<file path="config.mk">
export PLATFORM = sky130hd
export DESIGN_NAME = stage2_execute
export DESIGN_NICKNAME = d
export VERILOG_FILES = /design/src/rtl/stage2_execute.sv
export SDC_FILE = /design/constraint.sdc
export NUM_CORES = 1
export LEC_CHECK = 0
export ABC_AREA = 1
export ABC_CLOCK_PERIOD_IN_PS = 3400
export BUFFER_PORTS_ARGS = -buffer_cell sky130_fd_sc_hd__buf_2
export CAP_MARGIN = 10
export CORE_ASPECT_RATIO = 0.8
export CORE_MARGIN = 5
export CORE_UTILIZATION = 35
export CTS_BUF_LIST = sky130_fd_sc_hd__clkbuf_16
export DETAILED_ROUTE_END_ITERATION = 8
export HOLD_SLACK_MARGIN = 0.1
export PLACE_DENSITY = 0.63
export SLEW_MARGIN = 20
export SYNTH_ARGS = -nofsm -noshare
export SYNTH_HDL_FRONTEND = slang
export SYNTH_SLANG_ARGS = --single-unit
</file>
<file path="constraint.sdc">
create_clock -name CLOCK -period 3.4 [get_ports CLOCK]
set_clock_uncertainty 0.15 [all_clocks]
set_input_delay 0.17 -clock CLOCK [delete_from_list [all_inputs] [get_ports CLOCK]]
set_output_delay 0.17 -clock CLOCK [all_outputs]
set_load 0.03 [all_outputs]
</file>
<file path="src/rtl/stage2_execute.sv">
// Execute stage behind stage1: single-cycle arith/logic ops plus an iterative
// shifter that holds busy high so stage1 keeps its shift request stable.
module stage2_execute #(
    parameter int WIDTH      = 32,
    parameter int SHIFT_STEP = 1
) (
    input  logic             CLOCK,
    input  logic             RESET,
    input  logic             enable_ex,
    input  logic [WIDTH-1:0] aluin1,
    input  logic [WIDTH-1:0] aluin2,
    input  logic [2:0]       operation,
    input  logic [2:0]       opselect,
    input  logic             enable_arith,
    input  logic             enable_shift,
    input  logic [4:0]       shift_number,
    output logic [WIDTH-1:0] aluout,
    output logic             carry,
    output logic             valid_out,
    output logic             busy
);

    typedef enum logic {IDLE, SHIFT} state_t;

    localparam logic [5:0] STEP = 6'(SHIFT_STEP);

    state_t           state_q;
    logic [WIDTH-1:0] aluout_q;
    logic             carry_q;
    logic             valid_q;
    logic [WIDTH-1:0] shiftVal_q;
    logic [4:0]       remaining_q;
    logic [1:0]       shiftType_q;

    logic [WIDTH-1:0] arithOut_d;
    logic             arithCarry_d;
    logic [WIDTH-1:0] shiftVal_d;
    logic             shiftCarry_d;
    logic [WIDTH:0]   sum;
    logic [5:0]       stepAmt;
    logic [31:0]      rotAmt;
    logic [WIDTH-1:0] preLeft;
    logic [WIDTH-1:0] preRight;
    logic             lastStep;

    assign sum = {1'b0, aluin1} + {1'b0, aluin2};

    // opselect 101 is the load path and overrides the operation code.
    always_comb begin
        arithOut_d   = '0;
        arithCarry_d = 1'b0;
        if (opselect == 3'b101) begin
            arithOut_d = aluin2;
        end else begin
            case (operation)
                3'b000: {arithCarry_d, arithOut_d} = sum;
                3'b001: begin
                    arithOut_d   = aluin1 - aluin2;
                    arithCarry_d = (aluin1 < aluin2);
                end
                3'b010: arithOut_d = aluin1 & aluin2;
                3'b011: arithOut_d = aluin1 | aluin2;
                3'b100: arithOut_d = aluin1 ^ aluin2;
                3'b101: arithOut_d = ~aluin2;
                3'b110: arithOut_d = aluin2;
                default: arithOut_d = {{(WIDTH-1){1'b0}}, ($signed(aluin1) < $signed(aluin2))};
            endcase
        end
    end

    assign stepAmt  = ({1'b0, remaining_q} > STEP) ? STEP : {1'b0, remaining_q};
    assign lastStep = ({1'b0, remaining_q} <= STEP);
    assign rotAmt   = 32'(WIDTH) - 32'(stepAmt);
    // One position short of the full step, so the bit about to fall off sits at the edge.
    assign preLeft  = shiftVal_q << (stepAmt - 6'd1);
    assign preRight = shiftVal_q >> (stepAmt - 6'd1);

    always_comb begin
        shiftVal_d   = shiftVal_q;
        shiftCarry_d = 1'b0;
        case (shiftType_q)
            2'b00: begin
                shiftVal_d   = shiftVal_q << stepAmt;
                shiftCarry_d = preLeft[WIDTH-1];
            end
            2'b01: begin
                shiftVal_d   = shiftVal_q >> stepAmt;
                shiftCarry_d = preRight[0];
            end
            2'b10: begin
                shiftVal_d   = $signed(shiftVal_q) >>> stepAmt;
                shiftCarry_d = preRight[0];
            end
            default: begin
                shiftVal_d   = (shiftVal_q << stepAmt) | (shiftVal_q >> rotAmt);
                shiftCarry_d = 1'b0;
            end
        endcase
    end

    always_ff @(posedge CLOCK) begin
        if (RESET) begin
            state_q     <= IDLE;
            aluout_q    <= '0;
            carry_q     <= 1'b0;
            valid_q     <= 1'b0;
            shiftVal_q  <= '0;
            remaining_q <= '0;
            shiftType_q <= 2'b00;
        end else begin
            valid_q <= 1'b0;
            case (state_q)
                IDLE: begin
                    if (enable_ex) begin
                        if (enable_arith) begin
                            aluout_q <= arithOut_d;
                            carry_q  <= arithCarry_d;
                            valid_q  <= 1'b1;
                        end else if (enable_shift) begin
                            if (shift_number == 5'd0) begin
                                aluout_q <= aluin1;
                                carry_q  <= 1'b0;
                                valid_q  <= 1'b1;
                            end else begin
                                shiftVal_q  <= aluin1;
                                remaining_q <= shift_number;
                                shiftType_q <= operation[1:0];
                                state_q     <= SHIFT;
                            end
                        end
                    end
                end
                default: begin
                    if (enable_ex) begin
                        shiftVal_q  <= shiftVal_d;
                        remaining_q <= remaining_q - stepAmt[4:0];
                        if (lastStep) begin
                            aluout_q <= shiftVal_d;
                            carry_q  <= shiftCarry_d;
                            valid_q  <= 1'b1;
                            state_q  <= IDLE;
                        end
                    end
                end
            endcase
        end
    end

    assign aluout    = aluout_q;
    assign carry     = carry_q;
    assign valid_out = valid_q;
    assign busy      = (state_q == SHIFT);

endmodule
</file>
Yosys cells after proc, flatten, opt, wreduce, memory -nomap -nowiden
Cells that the tools add are included.
{"block": "totals", "ff_bits": 74, "inputBits": 80, "out_inout_bits": 35, "elab_cells": 99}
{"block": "op_classes", "addsub": 5, "order_cmp": 4, "n_eq_ne": 12, "n_shift": 6, "n_mux": 47, "bitwise": 8, "n_reduce_logical": 10}
{"operator": "two-way mux 32 bit", "count": 14}
{"operator": "one-hot mux 32 bit (7 select lines)", "count": 1}
{"operator": "one-hot mux 32 bit (3 select lines)", "count": 1}
{"operator": "less-than comparator 32 bit", "count": 2}
{"operator": "OR 32 bit", "count": 2}
{"operator": "two-way mux 5 bit", "count": 7}
{"operator": "adder 32 x 32 -> 33 bit", "count": 1}
{"operator": "AND 32 bit", "count": 1}
{"operator": "NOT 32 bit", "count": 1}
{"operator": "<< shifter 32 x 5 -> 32 bit", "count": 1}
{"operator": "<< shifter 32 x 6 -> 32 bit", "count": 1}
{"operator": ">> shifter 32 x 32 -> 32 bit", "count": 1}
{"operator": ">> shifter 32 x 5 -> 32 bit", "count": 1}
{"operator": ">> shifter 32 x 6 -> 1 bit", "count": 1}
{"operator": ">>> shifter 32 x 5 -> 32 bit", "count": 1}
{"operator": "subtractor 32 bit", "count": 1}
{"operator": "XOR 32 bit", "count": 1}
{"operator": "two-way mux 1 bit", "count": 22}
{"operator": "equality test 3 bit (second input constant)", "count": 4}
{"operator": "AND reduction 4 bit", "count": 2}
{"operator": "subtractor 6 x 5 -> 7 bit (first input constant)", "count": 1}
{"operator": "equality test 3 x 2 -> 1 bit (second input constant)", "count": 2}
{"operator": "nonzero test 3 bit", "count": 2}
{"operator": "subtractor 5 x 1 -> 6 bit (second input constant)", "count": 1}
{"operator": "other kinds (16)", "count": 20}

Depth between registers and ports, before layout
{"block": "logic_depth", "word_depth": 9, "mapped_depth": 21, "depth_no_buf": 20}

Worst setup path before layout
OpenSTA, ideal clock, no wires.
{"block": "synth_path", "kind": "reg-to-reg", "start": "reg remaining_q[2]", "end": "reg aluout_q[19], in the netlist aluout[19]", "setup_ns": 0.122, "arrival_ns": 2.207, "required_time_ns": 3.128, "setup_slack_ns": 0.922, "path_stages_with_launch": 16, "n_path_buf": 4, "path_cell_list": "dfxtp_1 > nor2_2 > nand2_2 > nor2_4 > buf_6 > buf_6 > buf_6 > ha_1 > clkinv_1 > clkbuf_1 > a21oi_1 > o21ai_1 > nand2_1 > o221ai_1 > a21oi_1 > a21oi_1"}
{"block": "synth_via", "elab_chain_cells": 9, "word_cells_on_any_way": 15, "classes_between": "1 x add/sub; 2 x order compare; 1 x eq/ne; 4 x shift; 5 x mux; 1 x bitwise; 1 x reduce/logical"}
{"item": "start: declaration", "line": "32", "rtl": "logic [4:0] remaining_q;"}
{"item": "start signal: assignment", "line": "126", "rtl": "remaining_q <= shift_number;"}
{"item": "start signal: assignment", "line": "136", "rtl": "remaining_q <= remaining_q - stepAmt[4:0];"}
{"item": "greater-than comparator 5 x 1 -> 1 bit", "line": "71", "rtl": "assign stepAmt = ({1'b0, remaining_q} > STEP) ? STEP : {1'b0, remaining_q};"}
{"item": "two-way mux 5 bit", "line": "71"}
{"item": "subtractor 6 x 5 -> 7 bit", "line": "73", "rtl": "assign rotAmt = 32'(WIDTH) - 32'(stepAmt);"}
{"item": ">> shifter 32 x 32 -> 32 bit", "line": "95", "rtl": "shiftVal_d = (shiftVal_q << stepAmt) | (shiftVal_q >> rotAmt);"}
{"item": "OR 32 bit", "line": "95"}
{"item": "one-hot mux 32 bit (3 select lines)", "line": "81", "rtl": "case (shiftType_q)"}
{"item": "two-way mux 32 bit", "line": "137", "rtl": "if (lastStep) begin"}
{"item": "two-way mux 32 bit", "line": "134", "rtl": "if (enable_ex) begin"}
{"item": "two-way mux 32 bit", "line": "112", "rtl": "case (state_q)"}
{"item": "end signal: assignment", "line": "116", "rtl": "aluout_q <= arithOut_d;"}
{"item": "end signal: assignment", "line": "121", "rtl": "aluout_q <= aluin1;"}
{"item": "end signal: assignment", "line": "138", "rtl": "aluout_q <= shiftVal_d;"}
{"item": "end: declaration", "line": "28", "rtl": "logic [WIDTH-1:0] aluout_q;"}
Parallel ways exist; a longest one is shown, timed or not. The select of a mux whose other input is x is not followed.
A chain may end at the register's enable or synchronous reset.

Final worst setup path
{"block": "layout_path", "start": "in aluin1[0]", "end": "reg aluout_q[14], in the netlist aluout[14]"}
{"block": "layout_via", "elab_chain_cells": 6, "word_cells_on_any_way": 7, "classes_between": "2 x add/sub; 5 x mux"}
{"item": "start: declaration", "line": "10", "rtl": "input logic [WIDTH-1:0] aluin1,"}
{"item": "subtractor 32 bit or adder 32 x 32 -> 33 bit (tied branches)", "line": "58, 46"}
{"item": "one-hot mux 32 bit (7 select lines) (*)", "line": "55", "rtl": "case (operation)"}
{"item": "two-way mux 32 bit (*)", "line": "52", "rtl": "if (opselect == 3'b101) begin"}
{"item": "two-way mux 32 bit (*)", "line": "115", "rtl": "if (enable_arith) begin"}
{"item": "two-way mux 32 bit (*)", "line": "114", "rtl": "if (enable_ex) begin"}
{"item": "two-way mux 32 bit (*)", "line": "112"}
Every way passes the cells marked *; elsewhere a longest branch is shown, timed or not. The select of a mux whose other input is x is not followed.

==> impl_metrics.yaml <==
sta:
  setup_viol: 0
  post-route-period-util_pct: 90.1
  timing_hold_violations_final: 0
  unrepaired_setup_endpoints_after_global_routing: "no"
  tightest_slew_ns: 0.944
  max-slew-margin-rel_pct: 37.0
  fin_crit_ns: 3.06
  slew_violations: 0
  hold_ws_ns: 0.118
  post-route-worst-setup-slack_ns: 0.338
  max_freq_ghz: 0.327
  fin_setup_tns_ns: 0
floorplanning:
  core_outline_area_um2: 34600
  floorplan.die.height_um: 177
  die_x_um: 219
  fp.dieArea_um2: 38700
  core.rowCount: 61
  ios: 115
  initial_core_util_pct: 35.3
route:
  routedWlPerCell_um: 18.7
  finalWirelength_um: 53100
  dr.first_iter.drc_count: 1903
  drt_drc_violations_left: 0
  dr_total_vias: 15500
  number_of_routed_nets_with_antenna_violations: 0
  route.detailed.vias_per_inst: 5.47
  detail_route.first_pass.iterations: 6
clock_network:
  clock_insertion_delay_worst_skew_ns: 0.36
  cts_root_buf: "clkbuf_16"
  cts_bufs_inserted: 9
  max-clock-path-buffers: 2
  clock_tree.htree_level_count: 3
  cts.clk_slew.worst_paths_ns: 0.06
  cts_resized: 0
  post-cts-setup-buffers: 0
  clock_sink_count: 74
  clock_tree_from_tritoncts: "yes"
global_routing:
  global_route_wire_length_before_repair_um: 80300
  grt_start_max_net_pins: 69
  antenna_found_initial: 0
  globalRouteOverflowTotal: 0
  via_count_of_the_first_global_routing_pass: 14100
  grt_usage_pct: 26.5
logic_synthesis:
  number_of_instances_in_the_synthesized_netlist: 2276
  yosysSeqAreaShare_pct: 12.1
  total_number_of_yosys_warnings: 0
  synth-compound-area-share_pct: 21.6
  synth.area.mux_share_pct: 0
  postSynth.asyncResetShare_pct: 0
  number_of_flops_mapped_to_enable_cells_by_yosys: 0
  synth_simple_gate_area_share_pct: 38.1
  yosysTopAreaCellShare_pct: 22.5
  synthMostInstantiatedCell: "nand2_1"
  post_synth_num_cell_types: 52
  synthDominantAreaCellType: "nand2_1"
  synth_area_um2: 12200
  dominant_combinational_cell_family_by_area_after_synthesis: "simple AND/OR/NAND/NOR gates"
  synthAdderAreaFrac_pct: 11.8
  postSynth.topFlopCell: "dfxtp_1"
  synth_fp_nets: 2470
  post_synth.cell_area_avg_um2: 5.36
  yosys.area_share.xor_xnor_pct: 0.215
  ys_seq_elements: 74
  synth.top_cells.by_count: "nand2_1 (732), inv_1 (371), nand3_1 (188), o21ai_0 (168), nor2_1 (156)"
  synth_top_cells_by_area: "nand2_1 (23%), dfxtp_1 (12%), ha_1 (11%), inv_1 (11%), nand3_1 (7.7%)"
layout:
  syn_to_final_growth_pct: 12.5
  antenna_cells_inserted: 0
  nNetsFinal: 2550
  finalInstanceArea_um2: 13700
  fraction_of_layout_instances_using_a_drive_strength_above_1_pct: 8.56
worst_setup_path:
  crit_required_ns: 3.54
  category_of_the_critical_setup_timing_path: "input pin to flop"
  worst_setup_path_end_kind: "flop"
  critPathLaunchType: "input pin"
  arrival_time_at_the_worst_endpoint_ns: 3.20
  critPathMaxFanout: 4
flow_run:
  max_cap_violations: 0
hold_path:
  holdCritPathClass: "input pin to flop"
placement:
  post-dp-hpwl_um: 41900
  port-buffer-count: 114
  dp_slack_ns: 0.622
  place_area_um2: 13200
  place_congestion: 1.06
pwr:
  power.total_uw: 4270
  leakage_power_total_uw: 0.00754
  power.density_nw_per_um2: 311
  peakVddDrop_mv: 0.265
status:
  run_status: "finished clean"
## cell usage in the layout, fill, tap and decap left out, types with 3 or more instances in the layout
master,instances
o22ai_1,45
nand2_1,732
inv_1,371
buf_12,5
or2_1,4
o21ai_2,3
o211ai_1,10
nor2_2,5
a221oi_1,17
o21ai_0,168
dfxtp_1,73
a31oi_1,30
a21oi_1,128
o21bai_1,9
nand3_1,188
nor3_1,18
or2_2,6
a211oi_1,11
buf_4,30
nand4_1,12
inv_2,10
xor2_1,3
o221ai_1,6
nor4_1,3
buf_2,114
o21ai_1,16
dlygate4sd3_1,27
nor2_1,154
ha_1,112
clkbuf_16,9
a21boi_0,3
nand3b_1,3
nand2_2,3
## critical path: stages
cell	delay (ns)
dlygate4sd3_1	0.55
buf_2	0.15
inv_1	0.09
ha_1	0.19
inv_1	0.10
fa_1	0.42
nand2_1	0.12
nand2_1	0.09
nand3_1	0.07
nand2_1	0.12
nand2_1	0.12
nand3_1	0.22
nand2_1	0.15
nand3_1	0.07
nand3_1	0.11
nand2_1	0.06
nand3_1	0.18
nand2_1	0.08
a21oi_1	0.13
## timing repair
| action | in CTS | in global routing |
|---|---|---|
| hold buffers | 27 | 0 |
| setup endpoints to repair | 0 | 0 |
| hold endpoints to repair | 31 | 0 |
## where the power goes
part / internal, uW / switching, uW
Clock: 574 / 430
Sequential: 932 / 51.8
Combinational: 683 / 1600
Total: 2190 / 2080
## state kept, by name, indices dropped and copies added, names as in the netlist
signal       cells
shiftVal_q      32
busy             1
carry            1
valid_out        1
aluout          32
remaining_q      5
shiftType_q      2
## cells by family after synthesis
kind of cell | after synthesis
adder cells (fa/ha/maj) | 114
buffers and inverters | 489
XOR/XNOR | 3
other | 1
flip-flops | 74
AO/OA/AOI/OAI | 459
AND/OR/NAND/NOR | 1136
## path summary, 6_finish.rpt
path / startpoint / to / slack [ns] / depth (start not counted)
min: aluin2[10] / aluout[10] / 0.12 / 5
max: aluin1[0] / aluout[14] / 0.34 / 19
max reg2reg: remaining_q[4] / aluout[0] / 0.73 / 14
min reg2reg: aluout[15] / aluout[15] / 0.32 / 2
## per-layer routing
metal	track usage [%]	routed length (um)	part of all wire, %	vias up
li1	-	-	-	7463
met1	38.4	24000	45	7021
met2	38.1	21200	40	872
met3	4.79	5530	10	130
met4	11.4	2430	4.6	0
met5	0	0	0	-
## final cells by class
type	instances	area (um2)
clock buffer	9	225
clock inverter	7	76.3
fill	3881	20800
inverter	382	1430
multi-input combinational	1713	8760
sequential	74	1480
tap	472	591
timing repair buffer	176	1170
## through the flow
step | instances | utilization, %
5_1_grt | 2833 | 39.7
6_report | 2833 | 39.7
3_5_place_dp | 2790 | 38.1
3_3_place_gp | 2790 | 38.1
2_1_floorplan | 2276 | -
4_1_cts | 2833 | 39.7
Note: power is estimated with default switching activity, not from simulation.
